$ cat src/rtl/hazard_ctrl.sv
// ============================================================================
// hazard_ctrl : pipeline stall/flush arbiter with data-memory watchdog
// Revision    : 1.0
// ============================================================================
`default_nettype none

module hazard_ctrl #(
  parameter int XLEN        = 32,
  parameter int MEM_TIMEOUT = 255,
  parameter int CNT_W       = 32
) (
  input  logic             clock,
  input  logic             reset,
  input  logic [4:0]       id_rs1,
  input  logic [4:0]       id_rs2,
  input  logic             id_rs1_used,
  input  logic             id_rs2_used,
  input  logic [4:0]       ex_rd,
  input  logic             ex_is_load,
  input  logic             ex_redirect,
  input  logic             if_ready,
  input  logic             mem_req,
  input  logic             mem_ready,
  output logic             pc_pause,
  output logic             if_id_pause,
  output logic             if_id_bubble,
  output logic             id_ex_pause,
  output logic             id_ex_bubble,
  output logic             ex_mem_pause,
  output logic             ex_mem_bubble,
  output logic             mem_wb_pause,
  output logic             mem_wb_bubble,
  output logic             halted,
  output logic [CNT_W-1:0] stall_cycles,
  output logic [CNT_W-1:0] flush_count
);

  localparam logic [1:0]       c_ST_RUN    = 2'd0;
  localparam logic [1:0]       c_ST_WAIT   = 2'd1;
  localparam logic [1:0]       c_ST_HALT   = 2'd2;
  localparam logic [15:0]      c_WAIT_LAST = 16'(MEM_TIMEOUT - 1);
  localparam logic [CNT_W-1:0] c_CNT_MAX   = '1;

  generate
    if (XLEN < 1 || MEM_TIMEOUT < 1 || MEM_TIMEOUT > 65535 || CNT_W < 1) begin : g_bad_params
      $error("hazard_ctrl: illegal parameter value");
    end
  endgenerate

  logic [1:0]       state_q, state_d;
  logic [15:0]      wait_cnt_q, wait_cnt_d;
  logic [CNT_W-1:0] stall_cycles_q, flush_count_q;
  logic             w_mstall;
  logic             w_load_use;
  logic             w_flush_sel;

  assign w_mstall   = mem_req & ~mem_ready;
  assign w_load_use = ex_is_load & (ex_rd != 5'd0) &
                      ((id_rs1_used & (id_rs1 == ex_rd)) |
                       (id_rs2_used & (id_rs2 == ex_rd)));

  // Fixed-priority decision; reset overrides everything so the pipeline drains.
  always_comb begin
    pc_pause      = 1'b0;
    if_id_pause   = 1'b0;
    if_id_bubble  = 1'b0;
    id_ex_pause   = 1'b0;
    id_ex_bubble  = 1'b0;
    ex_mem_pause  = 1'b0;
    ex_mem_bubble = 1'b0;
    mem_wb_pause  = 1'b0;
    mem_wb_bubble = 1'b0;
    w_flush_sel   = 1'b0;
    if (reset) begin
      if_id_bubble  = 1'b1;
      id_ex_bubble  = 1'b1;
      ex_mem_bubble = 1'b1;
      mem_wb_bubble = 1'b1;
    end else if (state_q == c_ST_HALT) begin
      pc_pause     = 1'b1;
      if_id_pause  = 1'b1;
      id_ex_pause  = 1'b1;
      ex_mem_pause = 1'b1;
      mem_wb_pause = 1'b1;
    end else if (w_mstall) begin
      pc_pause      = 1'b1;
      if_id_pause   = 1'b1;
      id_ex_pause   = 1'b1;
      ex_mem_pause  = 1'b1;
      mem_wb_bubble = 1'b1;
    end else if (ex_redirect) begin
      if_id_bubble = 1'b1;
      id_ex_bubble = 1'b1;
      w_flush_sel  = 1'b1;
    end else if (w_load_use) begin
      pc_pause     = 1'b1;
      if_id_pause  = 1'b1;
      id_ex_bubble = 1'b1;
    end else if (!if_ready) begin
      pc_pause     = 1'b1;
      if_id_bubble = 1'b1;
    end
  end

  always_comb begin
    wait_cnt_d = w_mstall ? wait_cnt_q + 16'd1 : 16'd0;
    state_d    = state_q;
    if (state_q != c_ST_HALT) begin
      if (w_mstall && wait_cnt_q == c_WAIT_LAST) state_d = c_ST_HALT;
      else if (w_mstall)                         state_d = c_ST_WAIT;
      else                                       state_d = c_ST_RUN;
    end
  end

  always_ff @(posedge clock) begin
    if (reset) begin
      state_q        <= c_ST_RUN;
      wait_cnt_q     <= 16'd0;
      stall_cycles_q <= '0;
      flush_count_q  <= '0;
    end else begin
      state_q    <= state_d;
      wait_cnt_q <= wait_cnt_d;
      if (pc_pause && stall_cycles_q != c_CNT_MAX)
        stall_cycles_q <= stall_cycles_q + 1'b1;
      if (w_flush_sel && flush_count_q != c_CNT_MAX)
        flush_count_q <= flush_count_q + 1'b1;
    end
  end

  assign halted       = (state_q == c_ST_HALT);
  assign stall_cycles = stall_cycles_q;
  assign flush_count  = flush_count_q;

endmodule

`default_nettype wire

$ cat config.mk
export PLATFORM = sky130hd
export DESIGN_NAME = hazard_ctrl
export DESIGN_NICKNAME = d
export VERILOG_FILES = /design/src/rtl/hazard_ctrl.sv
export SDC_FILE = /design/constraint.sdc
export NUM_CORES = 1
export LEC_CHECK = 0
export CORE_UTILIZATION = 30
export DETAILED_ROUTE_END_ITERATION = 8
export PLACE_DENSITY_LB_ADDON = 0.08
export SYNTH_ARGS = -nofsm -noshare
export SYNTH_HDL_FRONTEND = slang
export SYNTH_SLANG_ARGS = --single-unit
$ cat constraint.sdc
create_clock -name clock -period 3.2 [get_ports clock]
set_input_delay 0.64 -clock clock [delete_from_list [all_inputs] [get_ports clock]]
set_output_delay 0.64 -clock clock [all_outputs]
set_load 0.02 [all_outputs]
# Word level (Yosys, flattened, before mapping)
# Cells that the tools add are included.
[classes]
addsub = 3
multipliers = 0
div_mod_pow = 0
order_cmp = 0
eq_ne = 7
n_shift = 0
muxes = 34
n_bitwise = 8
n_reduce_logical = 5
[op_table]
columns = ["operator", "n"]
rows = [
  ["32-bit by 1-bit adder with 32-bit output, second input constant", 2],
  ["32-bit inequality test, second input constant", 2],
  ["1-bit 2-to-1 mux", 33],
  ["16-bit by 1-bit adder with 16-bit output, second input constant", 1],
  ["16-bit by 8-bit equality test with 1-bit output, second input constant", 1],
  ["5-bit equality test", 2],
  ["1-bit bitwise AND", 5],
  ["5-bit nonzero test", 1],
  ["1-bit logical AND", 3],
  ["2-bit equality test, second input constant", 1],
  ["2-bit 2-to-1 mux", 1],
  ["2-bit inequality test, second input constant", 1],
  ["1-bit inverter", 2],
  ["2-bit OR reduction", 1],
  ["1-bit OR", 1],
]
[word_totals]
ff_bits = 82
latchBits = 0
mem_bits_rw = 0
romBits = 0
input_bits = 24
word_cells = 61
mem_count = 0

# Longest topological paths before layout
[logic_depth]
word_depth = 10
ltp_mapped = 11
ltp_nobuf = 8

# Least setup slack after synthesis
# No wires, ideal clock.
[synth_path]
kind = "in2reg"
startpoint = "input port reset"
endpoint = "register flush_count_q[17] (netlist: flush_count[17])"
setup_time_ps = 128
t_arrival_ps = 2400
setup_slack_ps = 673
stages = 9
cell_sequence = "buf_2 -> inv_2 -> nand4_1 -> or3_1 -> or2_2 -> clkbuf_1 -> or3_1 -> xnor2_1 -> nor2_1"
[synth_via]
elab_chain_len = 2
[synth_rtl]
columns = ["item", "line", "text"]
rows = [
  ["from (decl)", "13", "input logic reset,"],
  ["1-bit 2-to-1 mux", "74", "if (reset) begin"],
  ["1-bit logical AND", "126", "if (w_flush_sel && flush_count_q != c_CNT_MAX)"],
  ["to (signal assigned)", "127", "flush_count_q <= flush_count_q + 1'b1;"],
  ["to (decl)", "52", "logic [CNT_W-1:0] stall_cycles_q, flush_count_q;"],
]
# Parallel ways exist; a longest one is shown, timed or not.
# A chain may end at the register's enable or synchronous reset.

# Worst setup path after layout
[layout_path]
startpoint = "input port ex_rd[1]"
endpoint = "output port if_id_bubble"
[layout_via]
elab_chain_len = 9
[layout_rtl]
columns = ["item", "line", "text"]
rows = [
  ["from (decl)", "18", "input logic [4:0] ex_rd,"],
  ["5-bit equality test, on equally long branches", "59, 60", ""],
  ["1-bit bitwise AND, on equally long branches", "59, 60", ""],
  ["1-bit OR", "59", "((id_rs1_used & (id_rs1 == ex_rd)) |"],
  ["1-bit bitwise AND (*)", "58", "assign w_load_use = ex_is_load & (ex_rd != 5'd0) &"],
  ["1-bit 2-to-1 mux (*)", "95", "end else if (w_load_use) begin"],
  ["1-bit 2-to-1 mux (*)", "91", "end else if (ex_redirect) begin"],
  ["1-bit 2-to-1 mux (*)", "85", "end else if (w_mstall) begin"],
  ["1-bit 2-to-1 mux (*)", "79", "end else if (state_q == c_ST_HALT) begin"],
  ["1-bit 2-to-1 mux (*)", "74", ""],
  ["to (decl)", "26", "output logic if_id_bubble,"],
]
# Mark *: on every way between the ends. The rest lies on a longest branch, timed or not.

==> results by group <==
Yosys
  • Yosys Warn Count: 0
  • Main synth FF type: dfxtp_1
  • Post-synth top area share: 0.409
  • Multiplexer share of the synthesized area: 0.00281
  • Post-synthesis adder-cell area fraction: 0.0125
  • Sequential fraction of the synthesis area: 0.409
  • Count of cell types in the netlist: 45
  • Mapped Area: between 4000 and 5000 µm²
  • Ys async rst share: 0
  • Yosys reg bits: 82
  • Syn nets: ~500
  • Syn Area/Cell: 8.44 µm²
  • Synth Area in Compound Gates: 0.0893
  • Largest family of logic cells by synthesized area: simple AND/OR/NAND/NOR gates
  • EDFF count, synth: 0
  • Top post-synthesis cells by area: dfxtp_1 41%, xnor2_1 9.4%, nor2_1 6.3%
  • Simple-gate portion of the synthesized area: 0.317
  • Post-synthesis xor/xnor area fraction: 0.135
  • Cell count after synthesis: between 400 and 500
  • Synth area leader: dfxtp_1

STA
  • Slew Viols, Final: 0
  • Worst hold margin: between 0.4 and 0.5 ns
  • RSZ-0062 raised after global routing: false
  • Setup-failing EPs final: 0
  • Min cycle time layout: between 3 and 4 ns
  • Final setup TNS: 0 ns
  • Layout Skew: 0.00741 ns
  • Top achievable clock speed: about 330 MHz
  • Final Hold Vio Count: 0
  • Rel. slew slack: 0.565
  • Final Cycle Share: 0.958
  • Slack of the critical path: 0.134 ns
  • Slew @ Worst Pin: 0.649 ns

Floorplan
  • Starting density of the core: 0.313
  • Die width: roughly 120 µm
  • Num rows: 41
  • Core Area: 12800 µm²
  • Die boundary height: between 100 and 150 µm
  • I/O Pins: 98
  • Die area: 13800 µm²

Setup path
  • Kind of critical path: primary input to primary output
  • CP Launch Type: primary input
  • Worst-path fanout max: 3
  • CP required: 2.56 ns
  • Crit-path cells: clkdlybuf4s50_1, or4_1, o21a_1, nand2_1, nand2b_1, a21oi_1, clkdlybuf4s15_1
  • Max stage delay on crit path: 0.53 ns
  • CP arrival: 2.43 ns
  • Crit path max-delay cell type: or4_1
  • CP endpoint kind: primary output

Placement
  • Cell count after placement: 741
  • Worst slack, placed: -0.231 ns
  • Number of buffers added on ports: 97
  • Final Wtd Congestion: 0.735
  • DP HPWL: about 7600 µm

Clock network
  • Clock tree buffer depth: 2
  • Total CTS buffers: 9
  • Clk_lat worst skew: 0.34 ns
  • TritonCTS Sinks: 82
  • H-tree levels: 3
  • Clk root buf: clkbuf_16
  • CTS tree: built
  • Worst-path clk slew: 0.06 ns

GRT
  • Largest net degree at the start of global routing: 35
  • Total grt overflow: 0
  • Vias in the first global route: 3637
  • First-pass GRT wire length: 17900 µm
  • Initial antenna violation count: 0
  • Tot GR Track Use: 0.158

Hold path
  • Hold Path Class: flop to flop

Job
  • Maxcap violations: 0

Route
  • DRT antenna net count: 0
  • Vias post-DR: ~3800
  • Total Routed Length: 10600 µm
  • DRT Pass-1 Iters: 4
  • Remaining routing DRC violations: 0
  • Drt wl/cell: 14.0 µm
  • DR vias/cell: 4.96
  • Initial drt markers: 253

Final layout
  • N_diodes: 0
  • Layout cells sized above 1: 0.0838
  • Final-layout fill cell count: 1283
  • Final Non-Filler Cells: 757
  • Commonest cells after routing, fill and taps aside: 92 x clkdlybuf4s50_1, 82 x dfxtp_1, 67 x nor2_1
  • Area delta synth->final: 37.3%
  • Commonest non-fill, non-tap cell in the layout: clkdlybuf4s50_1
  • Post-layout net count: around 610

Power
  • Power Dens Cells: 396 nW/µm²
  • Static Leak: 0.00181 µW
  • Peak supply drop: 0.331 mV
  • Total Power: 2180 µW

Status
  • Status: complete, no violations
## kinds of logic (layout without fill, tap and decap cells)
logic type,count (synthesis),in the layout
AOI/OAI and AO/OA,57,57
xor gates and xnor gates,62,62
adders and majority gates,4,4
buffers and inverters,29,139
DFF,82,82
muxes,1,1
and+or+nand+nor,240,240
## cells in the mapped netlist, types with 2 or more instances
master    number
dfxtp_1       82
nor2_1        67
xnor2_1       43
nand2_1       36
nand3_1       26
nand4_1       20
a21oi_1       19
xor2_1        19
nor3_1        15
or3_1         15
o21ai_0       13
clkbuf_1      12
and3_1        10
and4_1        10
nor4_1        10
inv_1          8
or2_2          7
o31ai_1        5
and2_1         4
buf_4          4
ha_1           4
nor4b_1        4
o211ai_1       4
o311ai_0       4
o41ai_1        4
or4_1          4
buf_2          3
nand2b_1       3
and3_4         2
nor2b_1        2
o21a_1         2
## flip-flops by register name, summed over array words and instances, names as in the netlist
register      flops
stall_cycles     32
state_q           2
wait_cnt_q       16
flush_count      32
## what timing repair did
| item | CTS | global route |
|---|---|---|
| setup endpoints to repair | 4 | 3 |
| hold buffers | 0 | 0 |
| buffers inserted | 0 | 0 |
| resized for setup | 5 | 5 |
## per-layer routing
metal | GRT usage | share of wire | vias to the layer above
met2 | 0.263 | 0.47 | 73
met3 | 0.0436 | 0.040 | 16
met4 | 0.0577 | 0.017 | 0
li1 | - | - | 1889
met5 | 0 | 0 | -
met1 | 0.195 | 0.47 | 1775
## report_power, final
part | total [µW] | internal (µW) | switching [µW] | leakage (µW)
registers | 1030 | 1020 | 4.11 | 0.000661
clock network | 1000 | 603 | 398 | 0.000138
logic | 151 | 70.8 | 80.1 | 0.00101
total | 2180 | 1700 | 483 | 0.00181
## path summary, 6_finish.rpt
| check | start | cells after the start | slack (ns) | end |
|---|---|---|---|---|
| hold reg to reg | wait_cnt_q[0] | 1 | 0.48 | wait_cnt_q[0] |
| setup / recovery | ex_rd[1] | 7 | 0.13 | if_id_bubble |
| hold / removal | wait_cnt_q[0] | 1 | 0.48 | wait_cnt_q[0] |
| setup reg to reg | stall_cycles[7] | 8 | 0.73 | stall_cycles[27] |
## metrics by stage
stage / instance area (µm²) / utilization
3_3_place_gp: 5230 / 0.408
5_1_grt: 5500 / 0.429
4_1_cts: 5510 / 0.429
6_report: 5500 / 0.429
2_1_floorplan: 4010 / -
3_5_place_dp: 5230 / 0.408
## critical path, delay by kind of cell
| family | cells | cell delay (ns) |
|---|---|---|
| AND/OR/NAND/NOR | 3 | 0.69 |
| AO/OA/AOI/OAI | 2 | 0.33 |
| buffers and inverters | 2 | 0.75 |
## area by class of cell
class / instances / area (µm²) / area share
inverters: 9 / 33.8 / 0.00614
multi-input cells: 364 / 2240 / 0.407
well taps: 172 / 215 / 0.0391
clock buffers: 13 / 240 / 0.0436
repair buffers: 114 / 1090 / 0.199
flip-flops and latches: 82 / 1640 / 0.298
clock inverters: 3 / 40.0 / 0.00727
(Power assumes the default switching activity.)
==> RTL edit 1, RTL diff (same settings) <==
Set the parameter `CNT_W` to 16 (it was 32).
--- a/src/rtl/hazard_ctrl.sv
+++ b/src/rtl/hazard_ctrl.sv
@@ -7,7 +7,7 @@
 module hazard_ctrl #(
   parameter int XLEN        = 32,
   parameter int MEM_TIMEOUT = 255,
-  parameter int CNT_W       = 32
+  parameter int CNT_W       = 16
 ) (
   input  logic             clock,
   input  logic             reset,
Interface: changed (resized flush_count and stall_cycles); port bits go from 98 to 66. The function was not compared with the original's and may differ.
==> RTL edit 1 against the unedited design <==
Sequential cell count is 32 lower; sequential share of layout area decreased by 2.0 points; non-clock buffer count shrank 31; clock power decreased by 51%; largest power group unchanged; power down 43%; worst setup slack lost 0.056 ns; register-to-register slack better by 0.12 ns; first-iteration DRC count decreased by 77%; synthesized area down 35%; routed wire length fell by 39%; global-route usage decreased by 1.6 points; worst hold slack better by 0.037 ns; design area down 35%; combinational power down 13%.
==> RTL edit 1: results (changes against the unedited design) <==
Nets 414 (-32%); GPL Wtd Cong 0.7340 (about the same); Ys Warns 0 (unchanged); Post-synth top cells dfxtp_1 (50), nor2_1 (45), nand3_1 (21), xnor2_1 (21), nand2_1 (18); vias in the first global route 2177 (-40%); Root Buffer clkbuf_8; first drt pass iteration count 4 (unchanged); crit-path max cell delay 0.52 ns; sequential share of the synthesized area 0.3817 (-0.02781); met1 usage 0.1819 (-0.01341); first-pass GRT wire length 10.12 mm (-43%); Synth Net Count 336 (-33%); top cells by area, synth dfxtp_1 (38%), xnor2_1 (7.0%), nor2_1 (6.4%); via count 2401 (-36%); Reg clk slew, reported paths 0.10 ns (+0.04 ns); minimum setup slack among reg-to-reg paths 0.85 ns (+0.12 ns); worst reg2reg endpoint stall_cycles[9]; R2R depth 6 (-2); Setup crit end if_id_pause; port bufs 65 (-33%); signal arrival time at the worst endpoint 2.48 ns (+0.05 ns); final period utilization 0.9756 (+0.01740); layout cells sized above 1 0.1034 (+0.01960); Detailed Route WL 6.425 mm (-39%); Worst Setup SP ex_rd[2]; post-detail-place hpwl 4.679 mm (-38%); CP max FO 8 (+5); Slew headroom 0.5292 (-0.03555); CTS Buf Count 5 (-4); routing usage on met2 0.2321 (-0.03080); largest net degree at the start of global routing 34 (-2.9%); total global-route track usage 0.1427 (-0.01574); Worst VDD drop 0.0001854 V (-44%); Clock Latency Late Sink 0.31 ns (-0.03 ns); met3 usage 0.04147 (-0.002137); CTS H-tree lvls 2 (-1); r2r startpoint stall_cycles[0]; DR iter-0 viols 58 (-77%); Leak Pwr 0.001234 uW (-32%); status complete, no violations; hold_sp stall_cycles[4]; Clock Skew 0.01638 ns (+0.008969 ns); fillers 872 (-32%)
## RTL edit 1: per-layer routing
| metal | part of all wire | vias up | routed length (um) |
|---|---|---|---|
| met5 | 0 | - | 0 |
| met4 | 0.0062 | 0 | 40 |
| met3 | 0.064 | 2 | 412 |
| met2 | 0.44 | 56 | 2837 |
| met1 | 0.49 | 1102 | 3133 |
| li1 | - | 1241 | - |
## RTL edit 1: repair_timing
item | in CTS | in global routing
endpoints found under the setup margin | 4 | 2
resized for setup | 7 | 2
pin swaps | 1 | 1
## RTL edit 1: kinds of logic after synthesis
group                    after synthesis  synth area share
adder cells (fa/ha/maj)                4           0.01908
AO/OA/AOI/OAI                         41            0.1136
buffers and inverters                 21           0.03387
flip-flops                            50            0.3817
AND/OR/NAND/NOR                      144            0.2815
XOR/XNOR                              33            0.1102
multiplexers                          15           0.06011
## RTL edit 1: final cells by class
class / count / area [um2] / share of cell area
Clock inverter: 2 / 38.79 / 0.01077
Sequential cell: 50 / 1001 / 0.2780
Clock buffer: 6 / 82.58 / 0.02293
Tap cell: 105 / 131.4 / 0.03648
Timing Repair Buffer: 83 / 778.2 / 0.2161
Multi-Input combinational cell: 237 / 1533 / 0.4256
Inverter: 9 / 36.28 / 0.01008
## RTL edit 1: stage by stage
step                      TNS (ns)  hold WS, ns  area, um2  std cells
after floorplan                  0       0.4606       2623        308
after global placement     -0.8615       0.4778       3487        484
after detailed placement   -0.9190       0.4969       3487        484
after CTS                        0       0.5222       3605        492
after global routing             0       0.5404       3601        492
final                            0       0.5158       3601        492
## RTL edit 1: power by group
| part | leakage [uW] | switching [uW] | internal, uW |
|---|---|---|---|
| sequential | 0.000403 | 5.76 | 626 |
| combinational | 0.000768 | 60.8 | 70.3 |
| clock | 0.0000618 | 229 | 258 |
| total | 0.00123 | 295 | 954 |
==> RTL edit 2, RTL diff (same settings) <==
Without the edit above. Reset style: asynchronous (`reset`), changed in one clocked block.
--- a/src/rtl/hazard_ctrl.sv
+++ b/src/rtl/hazard_ctrl.sv
@@ -112,7 +112,7 @@
     end
   end
 
-  always_ff @(posedge clock) begin
+  always_ff @(posedge clock or posedge reset) begin
     if (reset) begin
       state_q        <= c_ST_RUN;
       wait_cnt_q     <= 16'd0;
Function: differs if reset is asserted again (counterexample within 4 cycles, from zero or initial values and one cycle with reset high); with reset held inactive, the same outputs for 10 cycles.
==> RTL edit 2 against the unedited design <==
Synthesized area is 3.5% higher; non-clock buffer count is 2 lower; design area is 3.5% higher; worst setup slack worse by 0.060 ns; sequential cell count stayed put; die area is 3.4% higher; routed wire length is 6.7% lower; count of clock-buffer cells in the layout is 2 lower; first-iteration DRC count is 40% lower; maximum frequency is 1.9% lower; critical endpoint unchanged; largest cell class is now flip-flops and latches.
Power is not compared: it rests on default switching activity, and its combinational part moved more than twofold at a synthesized area within 25%.
==> RTL edit 2: results (changes against the unedited design) <==
status complete, no violations; CTS Buf Count 9 (unchanged); post-detail-place hpwl 7.350 mm (-3.1%); Clock Skew 0.006985 ns (-0.0004240 ns); Resized cells post-CTS 6 (+1); asr flop ratio synth 1.000 (+1.000); minimum setup slack among reg-to-reg paths 0.90 ns (+0.17 ns); Final Util 0.4268 (-0.002381); Post-synth top cells dfrtp_1 (82), xor2_1 (44), nand2_1 (42); R2R depth 7 (-1); Placement Cell Area 5401 um2 (+3.3%); top cells by area, synth dfrtp_1 (49%), xor2_1 (9.3%), xnor2_1 (7.8%); first-pass GRT wire length 16.63 mm (-7.1%); sequential share of the synthesized area 0.4947 (+0.08523); Cell variety after synth 44 (-2.2%); Synth Flop Type dfrtp_1; Clock Latency Late Sink 0.34 ns (about the same); Slew headroom 0.6443 (+0.07954); GPL Wtd Cong 0.7387 (+0.57%); routed length per instance 14.08 um (+0.47%); Sw Ratio 0.2842; worst reg2reg endpoint stall_cycles[19]; Synth Net Count 438 (-13%); DP Worst Slack -0.2767 ns (-0.04601 ns); met1 usage 0.1934 (-0.001876); top layer in use met4; Nets 552 (-9.2%); DRT met1 WL 4.614 mm (-8.4%); crit-path max cell delay 0.57 ns (+0.04 ns); hold_sp wait_cnt_q[0]; Leak Pwr 0.002406 uW; f_max 319.9 MHz (-1.9%); met3 WL 395 um (-6.8%); via count 3379 (-10%); Worst Setup SP ex_rd[1]; vias in the first global route 3282 (-9.8%); total global-route track usage 0.1494 (-0.008969); layout cells sized above 1 0.08729 (+0.003526); met3 usage 0.04230 (-0.001304); Hold Crit Endpoint wait_cnt_q[0]; routing usage on met2 0.2294 (-0.03354); signal arrival time at the worst endpoint 2.49 ns (+0.06 ns); largest net degree at the start of global routing 43 (+23%); ANT cells 0 (unchanged); Met2 Routed Length 4.647 mm (-6.3%); r2r startpoint stall_cycles[7]; Worst path slowest cell or4_1; DR iter-0 viols 152 (-40%); fillers 1342 (+4.6%)
RTL edit 2: changes by cell type after synthesis, moves of 12 or more:
cell      change
or3_1        -12
xor2_1       +25
dfxtp_1      -82
nor2_1       -32
dfrtp_1      +82
a21oi_1      -13
clkbuf_1     -12
RTL edit 2: metrics by stage:
stage | instances | TNS (ns) | hold WS [ns]
floorplan | 410 | 0 | 0.4536
global placement | 689 | -0.7230 | 0.4710
detailed placement | 689 | -0.9288 | 0.4774
CTS | 703 | 0 | 0.4894
global route | 703 | -0.001154 | 0.5157
finish | 703 | 0 | 0.4842
RTL edit 2: cell type report:
type	instances	share of cell area
tap	176	0.03866
sequential	82	0.3602
timing repair buffer	112	0.1876
multi-input combinational	308	0.3543
inverter	11	0.007907
clock buffer	11	0.04437
clock inverter	3	0.007028
RTL edit 2: cells by family (layout without fill, tap and decap cells):
kind of cell             Yosys count  count (layout)  share of synthesized area
AO/OA/AOI/OAI                     23              23                    0.03741
AND/OR/NAND/NOR                  197             197                     0.2522
multiplexers                       3               3                   0.007843
XOR/XNOR                          81              81                     0.1710
buffers and inverters             20             137                    0.02473
adder cells (fa/ha/maj)            4               4                    0.01207
flip-flops                        82              82                     0.4947
RTL edit 2: worst max-delay path: cells and delay by family:
| kind | cells | cell delay, ns |
|---|---|---|
| buffers and inverters | 2 | 0.76 |
| AND/OR/NAND/NOR | 2 | 0.63 |
| AO/OA/AOI/OAI | 3 | 0.45 |
RTL edit 2: power by group through the flow:
stage / Clock (uW) / Combinational (uW) / Sequential, uW
after CTS: 1070 / 582 / 1260
after global placement: 0 / 580 / 1270
after floorplan: 0 / 182 / 1360
after global routing: 1100 / 615 / 1270
after detailed placement: 0 / 582 / 1270
final: 1030 / 570 / 1250
